`config.mk`:
```
export PLATFORM = sky130hd
export DESIGN_NAME = nic_init_sequencer
export DESIGN_NICKNAME = d
export VERILOG_FILES = /design/src/rtl/nic_seq_pkg.sv /design/src/rtl/nic_seq_step_rom.sv /design/src/rtl/nic_init_sequencer.sv
export SDC_FILE = /design/constraint.sdc
export NUM_CORES = 1
export LEC_CHECK = 0
export ABC_AREA = 1
export BUFFER_PORTS_ARGS = -buffer_cell sky130_fd_sc_hd__clkbuf_2
export CORE_MARGIN = 1.5
export CORE_UTILIZATION = 35
export CTS_BUF_LIST = sky130_fd_sc_hd__clkbuf_4
export CTS_CLUSTER_DIAMETER = 40
export DETAILED_ROUTE_END_ITERATION = 8
export GPL_ROUTABILITY_DRIVEN = 0
export MAX_ROUTING_LAYER = met4
export PLACE_DENSITY = 0.52
export SYNTH_ARGS = -nofsm -noshare
export SYNTH_HDL_FRONTEND = slang
export SYNTH_HIERARCHICAL = 1
export SYNTH_SLANG_ARGS = --single-unit
```
`constraint.sdc`:
```
create_clock -name clk_i -period 6.5 [get_ports clk_i]
set_clock_uncertainty 0.2 [all_clocks]
set_input_delay 0.325 -clock clk_i [delete_from_list [all_inputs] [get_ports clk_i]]
set_output_delay 0.325 -clock clk_i [all_outputs]
set_load 0.01 [all_outputs]
```
`src/rtl/nic_seq_pkg.sv`:
```
// Shared definitions for the NIC init sequencer: NIC register offsets, FSM states, step indexing.
package nic_seq_pkg;

   localparam logic [31:0] REG_RDBAL = 32'h0000_2800;
   localparam logic [31:0] REG_RDBAH = 32'h0000_2804;
   localparam logic [31:0] REG_RDLEN = 32'h0000_2808;
   localparam logic [31:0] REG_TDBAL = 32'h0000_3800;
   localparam logic [31:0] REG_TDBAH = 32'h0000_3804;
   localparam logic [31:0] REG_TDLEN = 32'h0000_3808;
   localparam logic [31:0] REG_CTRL  = 32'h0000_0100;

   localparam int NUM_STEPS = 6;

   typedef logic [2:0] step_t;

   localparam step_t LAST_STEP = step_t'(NUM_STEPS - 1);

   typedef enum logic [2:0] {
      S_IDLE,
      S_ISSUE,
      S_WAIT,
      S_DONE,
      S_CTRL_ISSUE,
      S_CTRL_WAIT,
      S_ERROR
   } state_t;

endpackage

```
`src/rtl/nic_seq_step_rom.sv`:
```
// Combinational map from ring-programming step to NIC register offset and write data.
module nic_seq_step_rom
   import nic_seq_pkg::*;
#(
   parameter int unsigned RING_ENTRIES = 256,
   parameter int unsigned DESC_BYTES   = 16,
   parameter logic [31:0] RX_RING_OFF  = 32'h0000_0000,
   parameter logic [31:0] TX_RING_OFF  = 32'h0000_1000
) (
   input  step_t       step_i,
   input  logic [31:0] fpga_base_i,
   output logic [31:0] offset_o,
   output logic [31:0] data_o
);

   localparam logic [31:0] RING_BYTES = 32'(RING_ENTRIES * DESC_BYTES);

   // Descriptor rings live below 4 GiB of FPGA memory, so the high base words are zero.
   always_comb begin
      offset_o = '0;
      data_o   = '0;
      case (step_i)
         3'd0: begin offset_o = REG_RDBAL; data_o = fpga_base_i + RX_RING_OFF; end
         3'd1: begin offset_o = REG_RDBAH; data_o = '0;                        end
         3'd2: begin offset_o = REG_RDLEN; data_o = RING_BYTES;                end
         3'd3: begin offset_o = REG_TDBAL; data_o = fpga_base_i + TX_RING_OFF; end
         3'd4: begin offset_o = REG_TDBAH; data_o = '0;                        end
         3'd5: begin offset_o = REG_TDLEN; data_o = RING_BYTES;                end
         default: ;
      endcase
   end

endmodule

```
`src/rtl/nic_init_sequencer.sv`:
```
// Programs NIC RX/TX descriptor rings on init, then mirrors start_i into the NIC CTRL register.
// Optional response timeout in the wait states is enabled by defining NIC_SEQ_TIMEOUT_EN.
module nic_init_sequencer
   import nic_seq_pkg::*;
#(
   parameter int unsigned RING_ENTRIES   = 256,
   parameter int unsigned DESC_BYTES     = 16,
   parameter logic [31:0] RX_RING_OFF    = 32'h0000_0000,
   parameter logic [31:0] TX_RING_OFF    = 32'h0000_1000,
   parameter int unsigned TIMEOUT_CYCLES = 1024
) (
   input  logic        clk_i,
   input  logic        rst_i,
   input  logic        init_i,
   input  logic        start_i,
   input  logic [63:0] nic_base_addr_i,
   input  logic [31:0] fpga_base_addr_i,
   output logic        wr_valid_o,
   input  logic        wr_ready_i,
   output logic [63:0] wr_addr_o,
   output logic [31:0] wr_data_o,
   input  logic        wr_resp_valid_i,
   input  logic        wr_resp_err_i,
   output logic        busy_o,
   output logic        done_o,
   output logic        err_o,
   output logic        nic_enabled_o
);

   state_t      state_q, state_d;
   step_t       step_q, step_d;
   logic [63:0] nic_base_q, nic_base_d;
   logic [31:0] fpga_base_q, fpga_base_d;
   logic        done_q, done_d;
   logic        err_q, err_d;
   logic        en_q, en_d;
   logic        ctrl_q, ctrl_d;
   logic        tmo_hit;

   logic [31:0] rom_offset, rom_data;

   nic_seq_step_rom #(
      .RING_ENTRIES(RING_ENTRIES),
      .DESC_BYTES  (DESC_BYTES),
      .RX_RING_OFF (RX_RING_OFF),
      .TX_RING_OFF (TX_RING_OFF)
   ) u_rom (
      .step_i     (step_q),
      .fpga_base_i(fpga_base_q),
      .offset_o   (rom_offset),
      .data_o     (rom_data)
   );

`ifdef NIC_SEQ_TIMEOUT_EN
   localparam int TW = $clog2(TIMEOUT_CYCLES + 1);
   logic [TW-1:0] tmo_q, tmo_d;

   assign tmo_hit = (tmo_q == TW'(TIMEOUT_CYCLES - 1));

   // Counts cycles spent in a wait state; any transition (including entry) restarts it.
   always_comb begin
      tmo_d = '0;
      if ((state_q == S_WAIT || state_q == S_CTRL_WAIT) && state_d == state_q)
         tmo_d = tmo_q + TW'(1);
   end

   always_ff @(posedge clk_i) begin
      if (rst_i) tmo_q <= '0;
      else       tmo_q <= tmo_d;
   end
`else
   logic [31:0] unused_timeout;
   assign unused_timeout = 32'(TIMEOUT_CYCLES);
   assign tmo_hit        = 1'b0;
`endif

   always_comb begin
      state_d     = state_q;
      step_d      = step_q;
      nic_base_d  = nic_base_q;
      fpga_base_d = fpga_base_q;
      done_d      = done_q;
      err_d       = err_q;
      en_d        = en_q;
      ctrl_d      = ctrl_q;
      case (state_q)
         S_IDLE, S_DONE, S_ERROR: begin
            if (init_i) begin
               state_d     = S_ISSUE;
               step_d      = '0;
               nic_base_d  = nic_base_addr_i;
               fpga_base_d = fpga_base_addr_i;
               done_d      = 1'b0;
               err_d       = 1'b0;
               en_d        = 1'b0;
            end else if (state_q == S_DONE && start_i != en_q) begin
               state_d = S_CTRL_ISSUE;
               ctrl_d  = start_i;
            end
         end
         S_ISSUE:      if (wr_ready_i) state_d = S_WAIT;
         S_CTRL_ISSUE: if (wr_ready_i) state_d = S_CTRL_WAIT;
         S_WAIT, S_CTRL_WAIT: begin
            if (wr_resp_valid_i && !wr_resp_err_i) begin
               if (state_q == S_CTRL_WAIT) begin
                  state_d = S_DONE;
                  en_d    = ctrl_q;
               end else if (step_q == LAST_STEP) begin
                  state_d = S_DONE;
                  done_d  = 1'b1;
               end else begin
                  state_d = S_ISSUE;
                  step_d  = step_q + step_t'(1);
               end
            end else if (wr_resp_valid_i || tmo_hit) begin
               // NIC state is unknown after a failed write, so enable is reported as off.
               state_d = S_ERROR;
               err_d   = 1'b1;
               done_d  = 1'b0;
               en_d    = 1'b0;
            end
         end
         default: state_d = S_IDLE;
      endcase
   end

   always_ff @(posedge clk_i) begin
      if (rst_i) begin
         state_q     <= S_IDLE;
         step_q      <= '0;
         nic_base_q  <= '0;
         fpga_base_q <= '0;
         done_q      <= 1'b0;
         err_q       <= 1'b0;
         en_q        <= 1'b0;
         ctrl_q      <= 1'b0;
      end else begin
         state_q     <= state_d;
         step_q      <= step_d;
         nic_base_q  <= nic_base_d;
         fpga_base_q <= fpga_base_d;
         done_q      <= done_d;
         err_q       <= err_d;
         en_q        <= en_d;
         ctrl_q      <= ctrl_d;
      end
   end

   logic        in_ctrl;
   logic [31:0] offset, data;

   assign in_ctrl = (state_q == S_CTRL_ISSUE);
   assign offset  = in_ctrl ? REG_CTRL : rom_offset;
   assign data    = in_ctrl ? {31'b0, ctrl_q} : rom_data;

   assign wr_valid_o    = (state_q == S_ISSUE) || in_ctrl;
   assign wr_addr_o     = wr_valid_o ? (nic_base_q + {32'b0, offset}) : '0;
   assign wr_data_o     = wr_valid_o ? data : '0;
   assign busy_o        = (state_q == S_ISSUE) || (state_q == S_WAIT) ||
                          (state_q == S_CTRL_ISSUE) || (state_q == S_CTRL_WAIT);
   assign done_o        = done_q;
   assign err_o         = err_q;
   assign nic_enabled_o = en_q;

endmodule

```
# == After elaboration in Yosys (flattened, before gate mapping) ==
# Cells that the tools add are included.
# word_totals
reg_bits,106
in_bits,103
output_inout_bits,101
wordCells,89
# classes
add_sub_neg,3
n_eq_ne,25
n_mux,32
n_bitwise,1
n_reduce_logical,20
# op_table
cell,count
32-bit two-way mux,3
32-bit case mux with 3 select lines,1
14-bit case mux with 6 select lines,1
64-bit by 32-bit adder with 64-bit output,1
64-bit two-way mux,1
32-bit by 13-bit adder with 32-bit output (second input constant),1
3-bit two-way mux,10
2-bit != test (second input constant),8
3-bit == test (second input constant),5
3-bit != test (second input constant),5
3-bit by 2-bit == test with 1-bit output (second input constant),4
3-bit case mux with 4 select lines,1
4-bit AND reduction,3
5-bit AND reduction,2
1-bit two-way mux,9
3-bit by 1-bit == test with 1-bit output (second input constant),2
3-bit zero test,2
1-bit case mux with 2 select lines,3
3-bit case mux with 2 select lines,1
1-bit logical OR,4
2-bit two-way mux,2
2-bit OR reduction,2
3-bit by 1-bit adder with 3-bit output (second input constant),1
3-bit AND reduction,1
other kinds (7),8

# == Longest topological paths before layout ==
# depth
depth_word,5
ltp_mapped,20
depth_no_buf,20

# == By module ==
# Netlist, hierarchy kept.
# by_module_without_submodules
mod,n_inst,cells_per_inst,area_each_um2,seq_area_each_um2
nic_init_sequencer,1,1569,8624.5,2122.0
nic_seq_step_rom,1,225,1123.6,0.0

# == Least setup slack after synthesis ==
# Ideal clock, no wire load.
# synth_timing
path_kind,flip-flop to output port
start,register state_q[2]
end,output wr_addr_o[39]
arrival_ns,2.459
t_required_ns,5.975
slack_ns,3.516
path_stages_with_launch,16
n_path_buf,1
cell_sequence,dfxtp_1 -> inv_1 -> nor3_4 -> clkbuf_1 -> nor2_1 -> ha_1 -> or2_2 -> nand3_1 -> nand2_1 -> nand2_1 -> nand2_1 -> nand2_1 -> nand2_1 -> nand2_1 -> a21oi_1 -> nor2_1
# synth_between
elab_chain_cells,4
elab_cells_between_ends,6
cone_classes,add/sub (1); eq/ne (2); mux (2); reduce/logical (1)
# synth_lines
element,line,source
start: declaration,nic_init_sequencer.sv:30,"state_t state_q, state_d;"
start signal: assignment,nic_init_sequencer.sv:138,state_q <= state_d;
3-bit == test,nic_init_sequencer.sv:152,assign in_ctrl = (state_q == S_CTRL_ISSUE);
32-bit two-way mux,nic_init_sequencer.sv:153,assign offset = in_ctrl ? REG_CTRL : rom_offset;
64-bit by 32-bit adder with 64-bit output,nic_init_sequencer.sv:157,"assign wr_addr_o = wr_valid_o ? (nic_base_q + {32'b0, offset}) : '0;"
64-bit two-way mux (*),nic_init_sequencer.sv:157,
end: declaration,nic_init_sequencer.sv:20,"output logic [63:0] wr_addr_o,"
# Every way passes the cells marked *; elsewhere a longest branch is shown, timed or not.

# == Worst setup path after layout ==
# layout_timing
start,register state_q[2]
end,output wr_addr_o[32]
# The elaborated chain is that of the path after synthesis.

==> summary.md <==
| Metric | Value |
|---|---|
| Status | `completed` |
| CP max FO | `26` |
| Fin. max-slew vios | `0` |
| Slew headroom | `0.197` |
| Hold crit path type | `in2reg` |
| Final WL | `around 34,000 um` |
| Via/cell ratio | `~4.6` |
| CP Launch Type | `register` |
| CTS sink count | `approximately 110` |
| WP data arrival | `3.95 ns` |
| Area grow syn2layout | `23.6%` |
| Initial antenna violation count | `2` |
| Htree depth | `3` |
| Boundary Pins | `approximately 200` |
| Layout cells sized above 1 | `0.130` |
| First-pass GRT wire length | `53,100 um` |
| Total of max-cap violations | `0` |
| Final Hold Vio Count | `0` |
| Ys async rst share | `0` |
| Final Cycle Share | `0.688` |
| Max IR drop VDD | `0.000146 V` |
| Largest family of logic cells by synthesized area | `simple AND/OR/NAND/NOR gates` |
| Hold WS | `roughly 0.042 ns` |
| Critical path endpoint category | `primary output` |
| Number of global-route vias before repair | `just over 10,000` |
| Synthesis Warnings | `6` |
| Main synth FF type | `dfxtp_1` |
| Post-synth EDFFs | `0` |
| Overflow after GRT | `0` |
| Fin worst setup slack | `2.03 ns` |
| Adder-Cell Fraction of Synth Area | `0.0470` |
| Post-synthesis compound-gate area fraction | `0.133` |
| Setup_tns | `0 ns` |
| P per Cell Area | `338 mW/mm^2` |
| DIE HEIGHT | `around 170 um` |
| Routed length per placed instance | `13.8 um` |
| TritonCTS clock tree | `built` |
| Post-synth top cells | `435 x nand2_1, 400 x nor2_1, 300 x inv_1, 119 x o21ai_0, 106 x dfxtp_1` |
| Die width | `170 um` |
| Cell taking the most area after synthesis | `dfxtp_1` |
| Core area | `0.0272 mm^2` |
| Die footprint | `between 0.02 and 0.03 mm^2` |
| NumNets Final | `2,203` |
| RSZ-0062 raised after global routing | `no` |
| Post-CTS Setup Repair Bufs | `0` |
| Longest Clk Path Bufs | `2` |
| Row cnt | `60` |
| Synthesized cell area | `~0.0097 mm^2` |
| Reg clk slew, reported paths | `approximately 0.21 ns` |
| Proportion of synthesized area in mux cells | `0` |
| Final worst path period need | `4.47 ns` |
| Syn Inst Count | `between 1,500 and 2,000` |
| Seq/Total Area, Yosys | `0.218` |
| Pre-CTS WS | `between 2 and 3 ns` |
| Most common cell in the netlist | `nand2_1` |
| CP cell instances | `inv_1 -> nor3_4 -> buf_4 -> nor2_1 -> ha_1 -> nand2_1 -> nor2_1 -> nand2_1 -> o21ai_0 -> nand2_1 -> nand2_1 -> nor2_1 -> nor2_1 -> clkbuf_2` |
| XOR/XNOR share of the synthesized area | `0.0189` |
| Total number of vias | `roughly 11,000` |
| DP Wirelength | `~27,000 um` |
| GRT Util Overall | `0.241` |
| Starting density of the core | `0.359` |
| Crit-path slowest cell | `o21ai_0` |
| Simple-gate share of the synthesized area | `0.414` |
| Worst-Skew Late Latency | `0.51 ns` |
| Crit Path Category | `reg2out` |
| Post-Place Cell Area | `between 0.01 and 0.015 mm^2` |
| DR DRC count | `0` |
| Fmax achieved | `about 0.22 GHz` |
| CTS Buf Count | `9` |
| CTS root buffer | `clkbuf_4` |
| Leak | `0.00600 uW` |
| Pre-Repair DR Iteration Count | `6` |
| Dominant cells by area after synthesis | `dfxtp_1 22%, nand2_1 17%, nor2_1 15%, inv_1 12%, o21ai_0 6.1%` |
| Post-synth top area share | `0.218` |
| Routed Antenna Nets | `0` |
| Post-CTS sizing | `0` |
| CP max stage delay | `between 0.6 and 0.7 ns` |
| Port-buffer cells | `203` |
| Pin count of the biggest net entering global routing | `80` |
| Netlist cell types | `between 40 and 50` |
| Fin area | `about 0.012 mm^2` |
| Slew @ Worst Pin | `1.20 ns` |
| Final setup violation count | `0` |
| Iter 0 DRT Violations | `roughly 770` |
| Mean post-synth cell area | `roughly 5.4 um^2` |
| #FFs+latches synth | `106` |
| CP required | `between 5 and 6 ns` |
cell usage in the layout (no fill, tap or decap), drive strengths merged, types with 2 or more instances in the layout:
cell type	synthesis	layout
o21ai	135	135
clkbuf	25	212
ha	35	35
a21oi	97	97
xor2	3	3
o21a	2	2
o21bai	7	7
or2	6	6
diode	0	2
nor2	411	411
nand3	88	88
dfxtp	106	106
buf	50	5
conb	1	27
inv	312	315
nand2	446	446
clkinv	0	4
and2	4	4
nand4	10	10
dlygate4sd3	0	100
xnor2	18	18
nor3	26	26
state kept, by name, summed over array words and instances (netlist names):
signal and cells:
nic_base_q 64, fpga_base_q 32, state_q 3, step_q 3, ctrl_q 1, done_o 1
err_o 1, nic_enabled_o 1
stage by stage:
step,util,total power (uW),std cells
6_report,0.443,4070,2443
5_1_grt,0.443,4490,2443
4_1_cts,0.443,4040,2441
3_5_place_dp,0.401,3590,2325
3_3_place_gp,0.401,3580,2325
2_1_floorplan,-,2870,1820
critical path, delay by kind of cell (launching register included):
family,cells,cell delay [ns]
AOI/OAI and AO/OA,1,0.68
DFF,1,0.42
and+or+nand+nor,9,1.31
adders and majority gates,1,0.35
buffers and inverters,3,0.67
layout make-up:
type / instances / area (um^2)
fillers: 3111 / 15100
inverters: 312 / 1170
repair buffers: 308 / 2050
clock buffers: 9 / 67.6
flip-flops and latches: 106 / 2120
well taps: 372 / 465
multi-input cells: 1327 / 6080
clock inverters: 7 / 81.3
diodes: 2 / 5.00
path summary, 6_finish.rpt:
kind | end | depth (start not counted) | slack, ns | start
worst max-delay path | wr_addr_o[32] | 14 | 2.03 | state_q[2]
worst min-delay path | nic_base_q[20] | 3 | 0.04 | nic_base_addr_i[20]
worst max register to register | state_q[2] | 11 | 2.58 | state_q[0]
worst min register to register | fpga_base_q[9] | 2 | 0.30 | fpga_base_q[9]
per-layer routing:
metal / up-vias / share of wire / global-route usage
met2: 282 / 0.43 / 0.371
met1: 5027 / 0.50 / 0.336
li1: 6005 / - / -
met4: 0 / 0.017 / 0.0623
met5: - / 0 / -
met3: 32 / 0.045 / 0.0251
repair_timing:
item | in CTS | in global routing
hold buffers | 100 | 0
endpoints found under the hold margin | 104 | 0
setup endpoints to repair | 0 | 0
cell families (layout without fill, tap and decap cells):
| family | Yosys count | in the layout |
|---|---|---|
| AOI/OAI and AO/OA | 249 | 249 |
| and+or+nand+nor | 994 | 994 |
| xor gates and xnor gates | 21 | 21 |
| adders and majority gates | 36 | 36 |
| buffers and inverters | 387 | 636 |
| other | 1 | 29 |
| DFF | 106 | 106 |
power by group:
part / total [uW] / internal, uW / leakage (uW) / switching [uW]
combinational: 2550 / 857 / 0.00504 / 1700
clock: 381 / 93.4 / 0.0000801 / 288
sequential: 1130 / 891 / 0.000876 / 242
total: 4070 / 1840 / 0.00600 / 2230
No activity file was read; power rests on OpenSTA's default activity.
